### config.mk
export PLATFORM = sky130hd
export DESIGN_NAME = chip_cas_sequencer
export DESIGN_NICKNAME = d
export VERILOG_FILES = /design/src/rtl/chip_bus_pkg.sv /design/src/rtl/cas_hold_timer.sv /design/src/rtl/chip_cas_sequencer.sv
export SDC_FILE = /design/constraint.sdc
export NUM_CORES = 1
export LEC_CHECK = 0
export ABC_AREA = 1
export BUFFER_PORTS_ARGS = -buffer_cell sky130_fd_sc_hd__buf_2
export CELL_PAD_IN_SITES_DETAIL_PLACEMENT = 0
export CELL_PAD_IN_SITES_GLOBAL_PLACEMENT = 1
export CORE_MARGIN = 8
export CORE_UTILIZATION = 37
export DETAILED_ROUTE_END_ITERATION = 16
export GPL_TIMING_DRIVEN = 0
export PLACE_DENSITY_LB_ADDON = 0.1
export SLEW_MARGIN = 40
export SYNTH_ARGS = -nofsm -noshare
export SYNTH_HDL_FRONTEND = slang
export SYNTH_SLANG_ARGS = --single-unit
### constraint.sdc
create_clock -name CLK -period 2.95 [get_ports CLK]
set_input_delay 0.1475 -clock CLK [delete_from_list [all_inputs] [get_ports CLK]]
set_output_delay 0.1475 -clock CLK [all_outputs]
set_load 0.02 [all_outputs]
### src/rtl/chip_bus_pkg.sv
// Shared types and constants for the chip-RAM CAS sequencer.
package chip_bus_pkg;

  typedef enum logic [1:0] {
    IDLE = 2'd0,
    RD   = 2'd1,
    WR   = 2'd2,
    DMA  = 2'd3
  } state_e;

  // Default ROM decode: {A20,A19} == 00 or 11 selects ROM.
  localparam logic [3:0] ROM_MAP_DEF = 4'b1001;

  // Width of the CAS hold counter; CAS_HOLD is limited to 1..15.
  localparam int HOLD_W = 4;

endpackage

### src/rtl/cas_hold_timer.sv
// Loadable, saturating down-counter that times the minimum CAS assertion.
module cas_hold_timer
  import chip_bus_pkg::*;
(
  input  logic              clk,
  input  logic              rst,
  input  logic              load,
  input  logic              dec,
  input  logic [HOLD_W-1:0] load_val,
  output logic              zero
);

  logic [HOLD_W-1:0] cnt_q, cnt_d;

  // Load wins over decrement; decrement stops at zero.
  always_comb begin
    cnt_d = cnt_q;
    if (load)
      cnt_d = load_val;
    else if (dec && (cnt_q != '0))
      cnt_d = cnt_q - 1'b1;
  end

  // Counter register.
  always_ff @(posedge clk) begin
    if (rst) cnt_q <= '0;
    else     cnt_q <= cnt_d;
  end

  assign zero = (cnt_q == '0);

endmodule

### src/rtl/chip_cas_sequencer.sv
// Sequences CPU read/write and DMA cycles onto chip-RAM byte lanes.
module chip_cas_sequencer
  import chip_bus_pkg::*;
#(
  parameter int         LANES    = 2,
  parameter logic [3:0] ROM_MAP  = ROM_MAP_DEF,
  parameter int         CAS_HOLD = 2
) (
  input  logic             CLK,
  input  logic             RST,
  input  logic             C1,
  input  logic             PRW,
  input  logic [LANES-1:0] DS,
  input  logic [1:0]       A,
  input  logic             ROME,
  input  logic             RE,
  input  logic             RGAE,
  input  logic             DAE,
  input  logic             ARW,
  output logic             ROM_SEL,
  output logic [LANES-1:0] CEN,
  output logic             CDR,
  output logic             CDW,
  output logic             RRW,
  output logic             BUSY
);

  // The entry clock already registers the first CAS cycle, so the counter
  // only has to cover the remaining CAS_HOLD-1 cycles.
  localparam logic [HOLD_W-1:0] HOLD_INIT = HOLD_W'(CAS_HOLD - 1);

  state_e           state_q, state_d;
  logic             c1_q, c1_d;
  logic             rom_q, rom_d;
  logic [LANES-1:0] cen_q, cen_d;
  logic             cdr_q, cdr_d;
  logic             cdw_q, cdw_d;
  logic             rrw_q, rrw_d;
  logic             busy_q, busy_d;

  logic             hold_load, hold_dec, hold_zero;
  logic             c1_rise, ds_idle, cpu_req, cen_hold;
  logic [LANES-1:0] lane_cen;

  assign c1_rise  = C1 & ~c1_q;
  assign ds_idle  = (DS == '0);
  assign cpu_req  = RE | RGAE;
  assign lane_cen = DS & {LANES{RE}};
  // Keep the previous lane pattern while strobes are gone but hold time remains.
  assign cen_hold = ds_idle && !hold_zero && (state_q == state_d);

  cas_hold_timer u_hold (
    .clk      (CLK),
    .rst      (RST),
    .load     (hold_load),
    .dec      (hold_dec),
    .load_val (HOLD_INIT),
    .zero     (hold_zero)
  );

  // Next-state logic; a pending DMA request takes the bus straight after a CPU cycle.
  always_comb begin
    state_d   = state_q;
    hold_load = 1'b0;
    hold_dec  = 1'b0;
    case (state_q)
      IDLE: begin
        if (DAE) begin
          state_d = DMA;
        end else if (cpu_req && !PRW && !C1) begin
          state_d   = RD;
          hold_load = 1'b1;
        end else if (cpu_req && PRW) begin
          state_d   = WR;
          hold_load = 1'b1;
        end
      end
      RD: begin
        hold_dec = 1'b1;
        if (ds_idle && hold_zero) state_d = DAE ? DMA : IDLE;
      end
      WR: begin
        hold_dec = 1'b1;
        if (ds_idle && hold_zero && C1) state_d = DAE ? DMA : IDLE;
      end
      DMA: begin
        if (!DAE) state_d = IDLE;
      end
      default: state_d = IDLE;
    endcase
  end

  // Output decode from the next state so outputs register together with it.
  always_comb begin
    c1_d   = C1;
    rom_d  = ROME & ~PRW & ROM_MAP[A];
    cen_d  = '0;
    cdr_d  = 1'b0;
    cdw_d  = 1'b0;
    rrw_d  = 1'b0;
    busy_d = (state_d != IDLE);
    case (state_d)
      RD: begin
        cdr_d = 1'b1;
        cen_d = cen_hold ? cen_q : lane_cen;
      end
      WR: begin
        cdw_d = 1'b1;
        rrw_d = RE;
        cen_d = cen_hold ? cen_q : lane_cen;
      end
      DMA: begin
        cen_d = '1;
        if (c1_rise)               rrw_d = ARW;
        else if (state_q == DMA)   rrw_d = rrw_q;
      end
      default: ;
    endcase
  end

  // State and output registers; reset clears everything, even mid-cycle.
  always_ff @(posedge CLK) begin
    if (RST) begin
      state_q <= IDLE;
      c1_q    <= 1'b0;
      rom_q   <= 1'b0;
      cen_q   <= '0;
      cdr_q   <= 1'b0;
      cdw_q   <= 1'b0;
      rrw_q   <= 1'b0;
      busy_q  <= 1'b0;
    end else begin
      state_q <= state_d;
      c1_q    <= c1_d;
      rom_q   <= rom_d;
      cen_q   <= cen_d;
      cdr_q   <= cdr_d;
      cdw_q   <= cdw_d;
      rrw_q   <= rrw_d;
      busy_q  <= busy_d;
    end
  end

  assign ROM_SEL = rom_q;
  assign CEN     = cen_q;
  assign CDR     = cdr_q;
  assign CDW     = cdw_q;
  assign RRW     = rrw_q;
  assign BUSY    = busy_q;

endmodule
# Yosys cells after proc, flatten, opt, wreduce, memory -nomap -nowiden

Cells that the tools add are included.

Register bits: 14
Input bits: 13
Output and inout bits: 7
Latch bits: 0
Bits in writable memories: 0
Memory bits (read-only): 0
Word-level logic and storage cells: 72
Memories kept: 0

Equal/unequal tests: 9
Div/mod/pow operators: 0
Bitwise operators: 7
Multiplexer cells: 24
Multipliers: 0
$add $sub $neg: 1
Reduce and logical (&&, ||, !) cells: 20
Magnitude comparators: 1
Shift-type cells: 0

Operator list:

| cell                | number |
|---|---|
| $mux 2              | 8 |
| $mux 1              | 12 |
| $eq 2x2->1 const B  | 4 |
| $logic_and 1x1->1   | 8 |
| $pmux 2 s4          | 1 |
| $reduce_or 2->1     | 3 |
| $eq 2x1->1 const B  | 2 |
| $logic_not 2->1     | 2 |
| $logic_not 4->1     | 1 |
| $pmux 2 s2          | 1 |
| $reduce_bool 2->1   | 2 |
| $reduce_bool 4->1   | 1 |
| $sub 4x1->4 const B | 1 |
| $and 1x1->1         | 3 |
| $logic_not 1->1     | 3 |
| $lt 2x3->1 const B  | 1 |
| $ne 3x3->1 const B  | 1 |
| $and 2x2->2         | 1 |
| $bmux 1 s2          | 1 |
| $eq 2x2->1          | 1 |
| $ne 2x2->1 const B  | 1 |
| $not 1->1           | 2 |
| $pmux 1 s2          | 1 |
| $or 1x1->1          | 1 |

# Logic depth before layout (Yosys ltp)

Gate-level depths: netlist of run 1.

Depth in word-level cells: 10
Depth in mapped cells: 17

# Hierarchy

From an unflattened synthesis of run 1, not the netlist that was laid out.

Cells, all modules: 142
Area total of the unflattened synthesis: 1014.7 um^2

By module, submodules not included:

| module             | cells each | sequential area each (um^2) | times used | area each (um^2) |
|---|---|---|---|---|
| chip_cas_sequencer | 101        | 200.2                       | 1          | 740.7 |
| cas_hold_timer     | 41         | 80.1                        | 1          | 274.0 |

# Least setup slack after synthesis of run 1

OpenSTA, ideal clock, no wires.

Kind: flip-flop to flip-flop
Start point: register state_q[0]
End point: register cen_q[0] (netlist: CEN[0])
Arrival: 2.070 ns
Cell stages (with the launch flop): 16
Setup slack: 0.768 ns
Required time: 2.837 ns
Clock period less this slack: 2.182 ns
Cells stage by stage: dfxtp_1 -> inv_1 -> ha_1 -> inv_1 -> o31ai_1 -> inv_2 -> nand3_2 -> nand2_2 -> inv_1 -> ha_1 -> nor4_1 -> nand3_2 -> nor2_4 -> nand2_1 -> nand2_1 -> nor2_1

Elaborated cells between the ends (all ways): 19

RTL lines:

| element                                                               | line                      | text |
|---|---|---|
| start: declaration                                                    | chip_cas_sequencer.sv:32  | `state_e state_q, state_d;` |
| start signal: assignment                                              | chip_cas_sequencer.sv:133 | `state_q <= state_d;` |
| $eq 2x2->1 (tied with other cells)                                    | chip_cas_sequencer.sv:66  | `case (state_q)` |
| $pmux 2 s4 (*)                                                        | chip_cas_sequencer.sv:66  |  |
| named net state_d[1]                                                  | chip_cas_sequencer.sv:32  |  |
| $eq 2x2->1 (tied with other cells)                                    | chip_cas_sequencer.sv:102 | `case (state_d)` |
| $reduce_or 2->1 (no line) / $logic_and 1x1->1 (equally long branches) | --                        |  |
| $pmux 2 s2 / $ne 2x2->1 (equally long branches)                       | --                        |  |
| end signal: assignment                                                | chip_cas_sequencer.sv:136 | `cen_q <= cen_d;` |
| end: declaration                                                      | chip_cas_sequencer.sv:35  | `logic [LANES-1:0] cen_q, cen_d;` |

Mark *: on every way through the listed nets, which the timed path passes. The rest lies on a longest branch.
A chain may end at the register's enable or synchronous reset.

# Worst setup path after layout of run 1

Start point: register state_q[0]
End point: register cen_q[1] (netlist: CEN[1])

Same word-level chain as after synthesis.

==> reports/metrics.yaml, run 1 <==
floorplan:
  dieArea_sq_um: 4470
  initial_core_util: 0.387
  num_io_pins: 20
  row_count: 18
  fp.dieW_microns: 66.9
  die_y_microns: 66.9
  design.core.area_sq_um: 2480
layout:
  drive_above_1_share: 0.268
  instances_no_fill: 187
  antenna_cells: 0
  syn_to_final_growth_pct: 17.1
  layout.nets: 181
synthesis:
  netlist_instances: 135
  synth.cell_area_sq_um: 958
  syn_area_per_cell_sq_um: 7.10
  yosysUniqueCellTypes: 26
  synth_top_area_cell: "dfxtp_1"
  ys_seq_area_frac: 0.292
  synthArstFlopShare: 0
  synth_seq_cells: 14
  yosys_warnings: 0
  yosysMostFrequentCell: "inv_1"
  synthTopCellsByArea: "dfxtp_1 (29%), ha_1 (13%), inv_1 (9.4%), nand2_1 (6.7%), nand3_1 (6.3%)"
  synth_common_cells: "inv_1 (24), nand2_1 (17), nor2_1 (16), dfxtp_1 (14), nand3_1 (12)"
  synthFlopType: "dfxtp_1"
  yosys.area.top_type_share: 0.292
  synth_edf_count: 0
  synth_nets: 158
global_routing:
  grt_pass1_vias: 762
  grt_pass1_wl_microns: 3330
  grt_max_degree: 9
  track_usage: 0.0952
  gr-total-overflow: 0
  antenna_found_initial: 0
place:
  dp_cells: 183
  place_congestion: 0.758
  post-dp-hpwl_microns: 1680
  io_buffers: 18
critical_path:
  cp-start-kind: "flip-flop"
  path_delay_family: "simple AND/OR/NAND/NOR gates"
  worstSetupPathType: "reg2reg"
  cp_max_fo: 6
  path_buf_inv: 4
  critical_path.max_stage_delay_ns: 0.44
  cpMaxStageDelayCell: "dfxtp_1"
  cpMostUsedCell: "inv_1"
  worst_ep_arrival_time_ns: 2.63
  cp-end-kind: "flip-flop"
  crit_chain: "inv_1, ha_1, inv_1, o31ai_1, inv_2, nand3_2, nand2_2, inv_1, ha_1, nor4_1, nand3_2, nor2_4, nand2_1, nand2_1, nor2_1"
  required_ns: 3.14
sta:
  period_minus_slack_ns: 2.44
  finalSetupViolCount: 0
  hold_viol: 0
  slew_viol_final: 0
  rsz0062_at_grt: "no"
  clock.fmax_mhz: 410
  worst_pin_slew_ns: 0.390
  slew-limit-headroom: 0.740
  min_period_over_period: 0.828
  tns_ns: 0
  finClkSkew_ns: 0.00558
detailed_routing:
  vias_per_cell: 4.54
  wl_per_cell_microns: 10.9
  wl_microns: 2050
  drc: 0
  vias: 849
  drtPass1Iterations: 4
  first_iter_violations: 42
  ant_nets: 0
pwr:
  vdd_drop_max_uv: 404
  leakagePower_nw: 0.573
  power_density_nw_per_um2: 1050
clocking:
  post-cts-setup-buffer-count: 0
  htree_levels: 1
  cts_tree: "yes"
  clockBufferDepth: 2
  post_cts_resized: 0
  cts_sinks: 14
  cts_hold_buf: 0
  clk_pin_slew_ns: 0.09
  cts-root-buf: "clkbuf_4"
  cts_buffers: 3
  clock_latency_ns: 0.28
run:
  cap_violations: 0
worst_hold_path:
  hp-class: "in2reg"
outcome:
  status: "finished, final reports clean"
## flip-flops by register name, summed over array words and instances, names as in the netlist
| register | count |
|---|---|
| c1_q | 1 |
| ROM_SEL | 1 |
| CDW | 1 |
| state_q | 2 |
| CEN | 2 |
| BUSY | 1 |
| RRW | 1 |
| CDR | 1 |
| u_hold.cnt_q | 4 |
## worst paths after layout
path,from,endpoint,slack (ns),cells after the start
min,A[0],ROM_SEL$_SDFF_PP0_,0.11,3
max reg2reg,state_q[0]$_SDFF_PP0_,CEN[1]$_SDFFE_PP0P_,0.51,15
min reg2reg,RRW$_SDFFE_PP0P_,RRW$_SDFFE_PP0P_,0.49,2
max,state_q[0]$_SDFF_PP0_,CEN[1]$_SDFFE_PP0P_,0.51,15
## kinds of logic (layout without fill, tap and decap cells)
| logic type | after synthesis | count (layout) | synth area share |
|---|---|---|---|
| and+or+nand+nor | 70 | 70 | 0.385 |
| AOI/OAI and AO/OA | 12 | 12 | 0.0718 |
| adders and majority gates | 10 | 10 | 0.131 |
| xor gates and xnor gates | 1 | 1 | 0.00914 |
| buffers and inverters | 28 | 50 | 0.111 |
| DFF | 14 | 14 | 0.292 |
## per-layer routing
layer  global-route usage  wire length (microns)
met3               0.0319                    137
met1                0.120                   1020
met5                    0                      0
met2                0.141                    856
met4               0.0470                     35
## worst min-delay path, cell delays in order
cell and delay, ns:
buf_2 0.08, xor2_1 0.05, nor2_1 0.07
## through the flow
stage	hold WS (ns)	setup WS [ns]	total power (W)	utilization	area, sq um
6_report	0.107	0.508	0.00118	0.453	1120
5_1_grt	0.126	0.225	0.00131	0.453	1120
4_1_cts	0.0996	0.483	0.00120	0.453	1120
3_5_place_dp	0.403	0.491	0.00105	0.438	1090
3_3_place_gp	0.391	0.475	0.00105	0.438	1090
2_1_floorplan	0.272	0.768	0.000895	-	958
## power by group
group / internal [W] / leakage, nW / switching (W)
clock network: 0.0000751 / 0.0210 / 0.0000668
registers: 0.000257 / 0.115 / 0.0000455
logic: 0.000267 / 0.436 / 0.000470
## placed cells by master, fill, tap and decap left out, types with 3 or more instances in the layout
cell       n
buf_2     18
nand2_2    5
nand3_2    3
nand3_1   12
nor2_1    16
nor2_2     3
nor3_1     3
dfxtp_1   14
clkbuf_4   3
nand2_1   17
inv_1     24
ha_1      10
o21ai_0    3
a21oi_1    5
## final cells by class
class / instances / area, sq um
Fill cell: 277 / 1360
Timing Repair Buffer: 18 / 90.1
Sequential cell: 14 / 280
Buffer: 1 / 3.75
Multi-Input combinational cell: 93 / 572
Clock buffer: 4 / 36.3
Inverter: 27 / 103
Tap cell: 30 / 37.5
(Power assumes the default switching activity.)
==> run 2: changes to the inputs <==
- ABC_AREA: 1 -> 0
- CORE_UTILIZATION: 37 -> 39
- clock period: 2.95 -> 2.3 ns (I/O delays scaled with it)
==> run 2 against run 1 <==
Fmax is 10% lower. Global-route usage is 3.1 points higher. Largest cell class unchanged. Synthesized cell count is 10% lower. Clock power is 22% higher. Register-to-register slack worse by 0.92 ns. Critical endpoint is now CEN[0]$_SDFFE_PP0P_. First-iteration DRC count is 2.4% higher. The flow now finishes with violations (setup timing). Worst setup slack worse by 0.92 ns. Combinational power is 120% higher. Sequential share of layout area is 5.4 points lower. Highest routed layer unchanged. Count of clock-buffer cells in the layout stayed put.
==> reports/metrics.yaml, run 2 <==
pwr:
  total_power_w: 0.00218
  vdd_drop_max_uv: 813
  leakagePower_nw: 0.603
  power_density_nw_per_um2: 1490
critical_path:
  setup.worst_path.start: "u_hold.cnt_q[0]$_SDFFE_PP0P_"
  rr_startpoint: "u_hold.cnt_q[0]$_SDFFE_PP0P_"
  cp_max_fo: 7
  required_ns: 2.51
  worst_ep_arrival_time_ns: 2.92
  cp-end-kind: "flip-flop"
  worstSetupPathType: "reg2reg"
  cp-start-kind: "flip-flop"
detailed_routing:
  drc: 0
  vias: 1029
  vias_per_cell: 5.39
  first_iter_violations: 43
  wl_microns: 2870
  ant_nets: 0
  wl_per_cell_microns: 15.0
  drtPass1Iterations: 4
global_routing:
  grt_pass1_wl_microns: 4460
  antenna_found_initial: 0
  track_usage: 0.126
  grt_max_degree: 11
  grt_pass1_vias: 982
  gr-total-overflow: 0
synthesis:
  synth_edf_count: 0
  syn_area_per_cell_sq_um: 8.23
  yosys.area.top_type_share: 0.281
  synth_top_area_cell: "dfxtp_1"
  synthArstFlopShare: 0
  synth.cell_area_sq_um: 996
  yosys_warnings: 0
  netlist_instances: 121
  synth_nets: 144
  yosysMostFrequentCell: "dfxtp_1"
  synth_seq_cells: 14
  synthFlopType: "dfxtp_1"
  synth_common_cells: "dfxtp_1 (14), o21ai_0 (12), ha_1 (10), nor2_1 (10), nand2_1 (9)"
  ys_seq_area_frac: 0.281
  synthTopCellsByArea: "dfxtp_1 (28%), ha_1 (13%), o21ai_0 (6.0%), nor2_1 (3.8%), nand2_1 (3.4%)"
  yosysUniqueCellTypes: 43
clocking:
  cts_buffers: 3
  cts_tree: "yes"
  cts-root-buf: "clkbuf_4"
  clk_pin_slew_ns: 0.08
  clockBufferDepth: 2
  htree_levels: 1
  clock_latency_ns: 0.28
  cts_sinks: 14
sta:
  slew_viol_final: 0
  rsz0062_at_grt: "yes"
  clock.fmax_mhz: 368
  tns_ns: -1.18
  finalSetupViolCount: 5
  period_minus_slack_ns: 2.72
  worst_pin_slew_ns: 0.515
  finClkSkew_ns: 0.00409
  setup_ws_ns: -0.416
  slew-limit-headroom: 0.656
  hold_viol: 0
  min_period_over_period: 1.18
layout:
  fillers: 226
  final_util: 0.598
  largest-register: "u_hold.cnt_q"
  finalInstanceArea_sq_um: 1470
  syn_to_final_growth_pct: 47.5
  drive_above_1_share: 0.453
  layout.nets: 185
  antenna_cells: 0
  largest_reg_flops: 4
  final_common_cell: "buf_2"
  layout_common_cells: "buf_2 (20), buf_4 (17), dfxtp_1 (10), nor2_1 (9)"
floorplan:
  fp.dieW_microns: 66.5
  design.core.area_sq_um: 2450
  die_y_microns: 66.5
  initial_core_util: 0.406
  num_io_pins: 20
  dieArea_sq_um: 4430
  row_count: 18
outcome:
  violations: "setup timing"
  status: "complete, but fails checks"
place:
  place_congestion: 0.892
  post-dp-hpwl_microns: 2040
  io_buffers: 19
  postPlaceCellArea_sq_um: 1160
worst_hold_path:
  hold_start: "PRW"
  hp-class: "in2reg"
run:
  cap_violations: 0
==> run 2: routing by layer <==
metal	up-vias	part of all wire	global-route usage
li1	519	-	-
met1	479	0.40	0.155
met2	29	0.53	0.217
met3	2	0.061	0.0386
met4	0	0.0073	0.0133
met5	-	0	0
==> run 2: through the flow <==
stage / instances / hold slack [ns] / setup WS, ns
3_5_place_dp: 170 / 0.343 / -0.833
6_report: 191 / 0.0573 / -0.416
5_1_grt: 191 / 0.0502 / -0.617
4_1_cts: 187 / 0.0476 / -0.449
3_3_place_gp: 170 / 0.341 / -0.877
2_1_floorplan: 121 / 0.192 / -0.506
==> run 2: final cells by class <==
class / count / area [sq um] / share of cell area
buffer: 2 / 8.76 / 0.00596
tap: 30 / 37.5 / 0.0256
inverter: 7 / 28.8 / 0.0196
sequential: 14 / 288 / 0.196
clock buffer: 4 / 36.3 / 0.0247
timing repair buffer: 37 / 234 / 0.159
multi-input combinational: 97 / 836 / 0.569
==> run 2: critical path: stages (launching register included) <==
cell,delay (ns)
dfxtp_2,0.33
inv_2,0.07
ha_4,0.13
or3b_4,0.44
a31oi_4,0.21
nand2_2,0.10
nor3_4,0.24
o22ai_4,0.11
ha_4,0.25
nor3_2,0.09
o21ai_1,0.09
nor4_2,0.26
buf_4,0.16
mux2i_1,0.16
==> run 2: report_power, final <==
group,switching [W],total (W),internal [W]
sequential,0.0000792,0.000410,0.000331
clock,0.0000768,0.000173,0.0000963
combinational,0.000757,0.00160,0.000844
==> run 2: cell families after synthesis <==
family,share of synthesized area
muxes,0.0302
AOI/OAI and AO/OA,0.201
xor gates and xnor gates,0.0352
adders and majority gates,0.126
and+or+nand+nor,0.286
buffers and inverters,0.0402
DFF,0.281
==> run 2: final timing paths <==
path	endpoint	slack, ns	depth (start not counted)
min	ROM_SEL$_SDFF_PP0_	0.06	2
max reg2reg	CEN[0]$_SDFFE_PP0P_	-0.42	13
max	CEN[0]$_SDFFE_PP0P_	-0.42	13
min reg2reg	CEN[1]$_SDFFE_PP0P_	0.49	2
==> run 2: repair_timing <==
action | 4_1_cts | 5_1_grt
endpoints found under the hold margin | 0 | 0
setup buffers | 15 | 6
setup endpoints to repair | 4 | 5
hold buffers | 0 | 0
pin swaps | 12 | 10
resized for setup | 20 | 13
==> run 3: changes to the inputs <==
- SETUP_SLACK_MARGIN: unset -> 0.02
==> run 3 against run 2 <==
Critical endpoint unchanged. Die area did not move. Sequential share of layout area did not move. Hold slack got worse by 0.0048 ns. Via count rose by 0.29%. Global-route usage rose by 0.14 points. Largest power group unchanged. The flow still finishes with violations (setup timing). Count of clock-buffer cells in the layout did not move. Routed wire length fell by 0.94%.
==> reports/metrics.yaml, run 3 (same netlist as run 2, synthesis figures left out) <==
critical_path:
  cpMostUsedCell: "ha_4"
  cp_max_fo: 7
  rr_worst_depth: 12
  cp-start-kind: "flip-flop"
  critical_path.max_stage_delay_ns: 0.43
  worstSetupPathType: "reg2reg"
  crit_cells: 12
  reg2reg_slack_ns: -0.41
  crit_chain: "inv_2, ha_4, or3b_4, o21ai_2, a21boi_2, o41ai_4, ha_4, nor3_2, o21ai_1, nor4_2, buf_4, mux2i_1"
  cpMaxStageDelayCell: "or3b_4"
  cp-end-kind: "flip-flop"
  required_ns: 2.51
  path_buf_inv: 2
  path_delay_family: "simple AND/OR/NAND/NOR gates"
  worst_ep_arrival_time_ns: 2.92
sta:
  finalSetupViolCount: 5
  whs_ns: 0.0525
  min_period_over_period: 1.18
  slew-limit-headroom: 0.655
  clock.fmax_mhz: 368
  period_minus_slack_ns: 2.71
  finClkSkew_ns: 0.00569
  slew_viol_final: 0
  setup_ws_ns: -0.414
  worst_pin_slew_ns: 0.518
  rsz0062_at_grt: "yes"
  hold_viol: 0
clocking:
  clockBufferDepth: 2
  htree_levels: 1
  cts-root-buf: "clkbuf_4"
  cts_tree: "yes"
  cts_buffers: 3
  clk_pin_slew_ns: 0.08
  cts_hold_buf: 0
  cts_sinks: 14
  clock_latency_ns: 0.28
layout:
  largest-register: "u_hold.cnt_q"
  drive_above_1_share: 0.453
  instances_no_fill: 191
  largest_reg_flops: 4
  final_common_cell: "buf_2"
  antenna_cells: 0
  layout.nets: 185
  layout_common_cells: "buf_2 (20), buf_4 (17), dfxtp_1 (10), nor2_1 (9)"
  syn_to_final_growth_pct: 47.5
  fillers: 228
detailed_routing:
  wl_microns: 2840
  vias: 1032
  vias_per_cell: 5.40
  wl_per_cell_microns: 14.9
  ant_nets: 0
  drtPass1Iterations: 4
  drc: 0
  first_iter_violations: 47
floorplan:
  die_y_microns: 66.5
  initial_core_util: 0.406
  dieArea_sq_um: 4430
  fp.dieW_microns: 66.5
  num_io_pins: 20
  row_count: 18
  design.core.area_sq_um: 2450
outcome:
  status: "complete, but fails checks"
  violations: "setup timing"
place:
  io_buffers: 19
  place_congestion: 0.892
  dp_cells: 170
  post-dp-hpwl_microns: 2040
global_routing:
  gr-total-overflow: 0
  gr-usage-met3: 0.0386
  grt_pass1_vias: 987
  grt_pass1_wl_microns: 4510
  grt.busiest_layer: "met2"
  met2_usage: 0.221
  grt_max_degree: 11
  met1_usage: 0.155
  track_usage: 0.128
  antenna_found_initial: 0
run:
  cap_violations: 0
pwr:
  power_density_nw_per_um2: 1490
  vdd_drop_max_uv: 851
  leakagePower_nw: 0.603
worst_hold_path:
  hp-class: "in2reg"
  worst_hold_path.num_cells: 2
==> run 3: cell counts in the layout (fill, tap and decap cells not counted) <==
Identical to the previous run, type by type.
==> run 3: area by class of cell <==
class                           count  area, sq um  share of cell area
Clock buffer                        4         36.3              0.0247
Sequential cell                    14          288               0.196
Timing Repair Buffer               37          234               0.159
Inverter                            7         28.8              0.0196
Buffer                              2         8.76             0.00596
Multi-Input combinational cell     97          836               0.569
Tap cell                           30         37.5              0.0256
==> run 3: layer usage <==
metal | part of all wire | up-vias
met2 | 0.53 | 32
met1 | 0.41 | 478
met3 | 0.052 | 4
li1 | - | 518
met5 | 0 | -
met4 | 0.014 | 0
==> run 3: path summary, 6_finish.rpt <==
path	startpoint	to
max	u_hold.cnt_q[0]$_SDFFE_PP0P_	CEN[0]$_SDFFE_PP0P_
min	PRW	ROM_SEL$_SDFF_PP0_
max reg2reg	u_hold.cnt_q[0]$_SDFFE_PP0P_	CEN[0]$_SDFFE_PP0P_
min reg2reg	CEN[1]$_SDFFE_PP0P_	CEN[1]$_SDFFE_PP0P_
==> run 3: stage by stage <==
stage | utilization | instance area, sq um | total power [W] | setup slack [ns] | setup TNS, ns
after detailed placement | 0.471 | 1160 | 0.00134 | -0.833 | -2.18
final | 0.598 | 1470 | 0.00218 | -0.414 | -1.22
after global routing | 0.598 | 1470 | 0.00235 | -0.617 | -1.94
after CTS | 0.556 | 1370 | 0.00189 | -0.449 | -1.05
after global placement | 0.471 | 1160 | 0.00134 | -0.877 | -2.21
after floorplan | - | 1020 | 0.00111 | -0.506 | -1.18
==> run 3: what timing repair did <==
action | in CTS | in global routing
gates resized for setup | 21 | 12
pin swaps | 12 | 10
endpoints found under the hold margin | 0 | 0
setup endpoints to repair | 5 | 5
buffers inserted | 15 | 5
==> run 3: power breakdown <==
| group | internal (W) | total [W] | switching (W) |
|---|---|---|---|
| Combinational | 0.000843 | 0.00160 | 0.000758 |
| Sequential | 0.000331 | 0.000410 | 0.0000789 |
| Clock | 0.0000962 | 0.000172 | 0.0000754 |
| Total | 0.00127 | 0.00218 | 0.000912 |
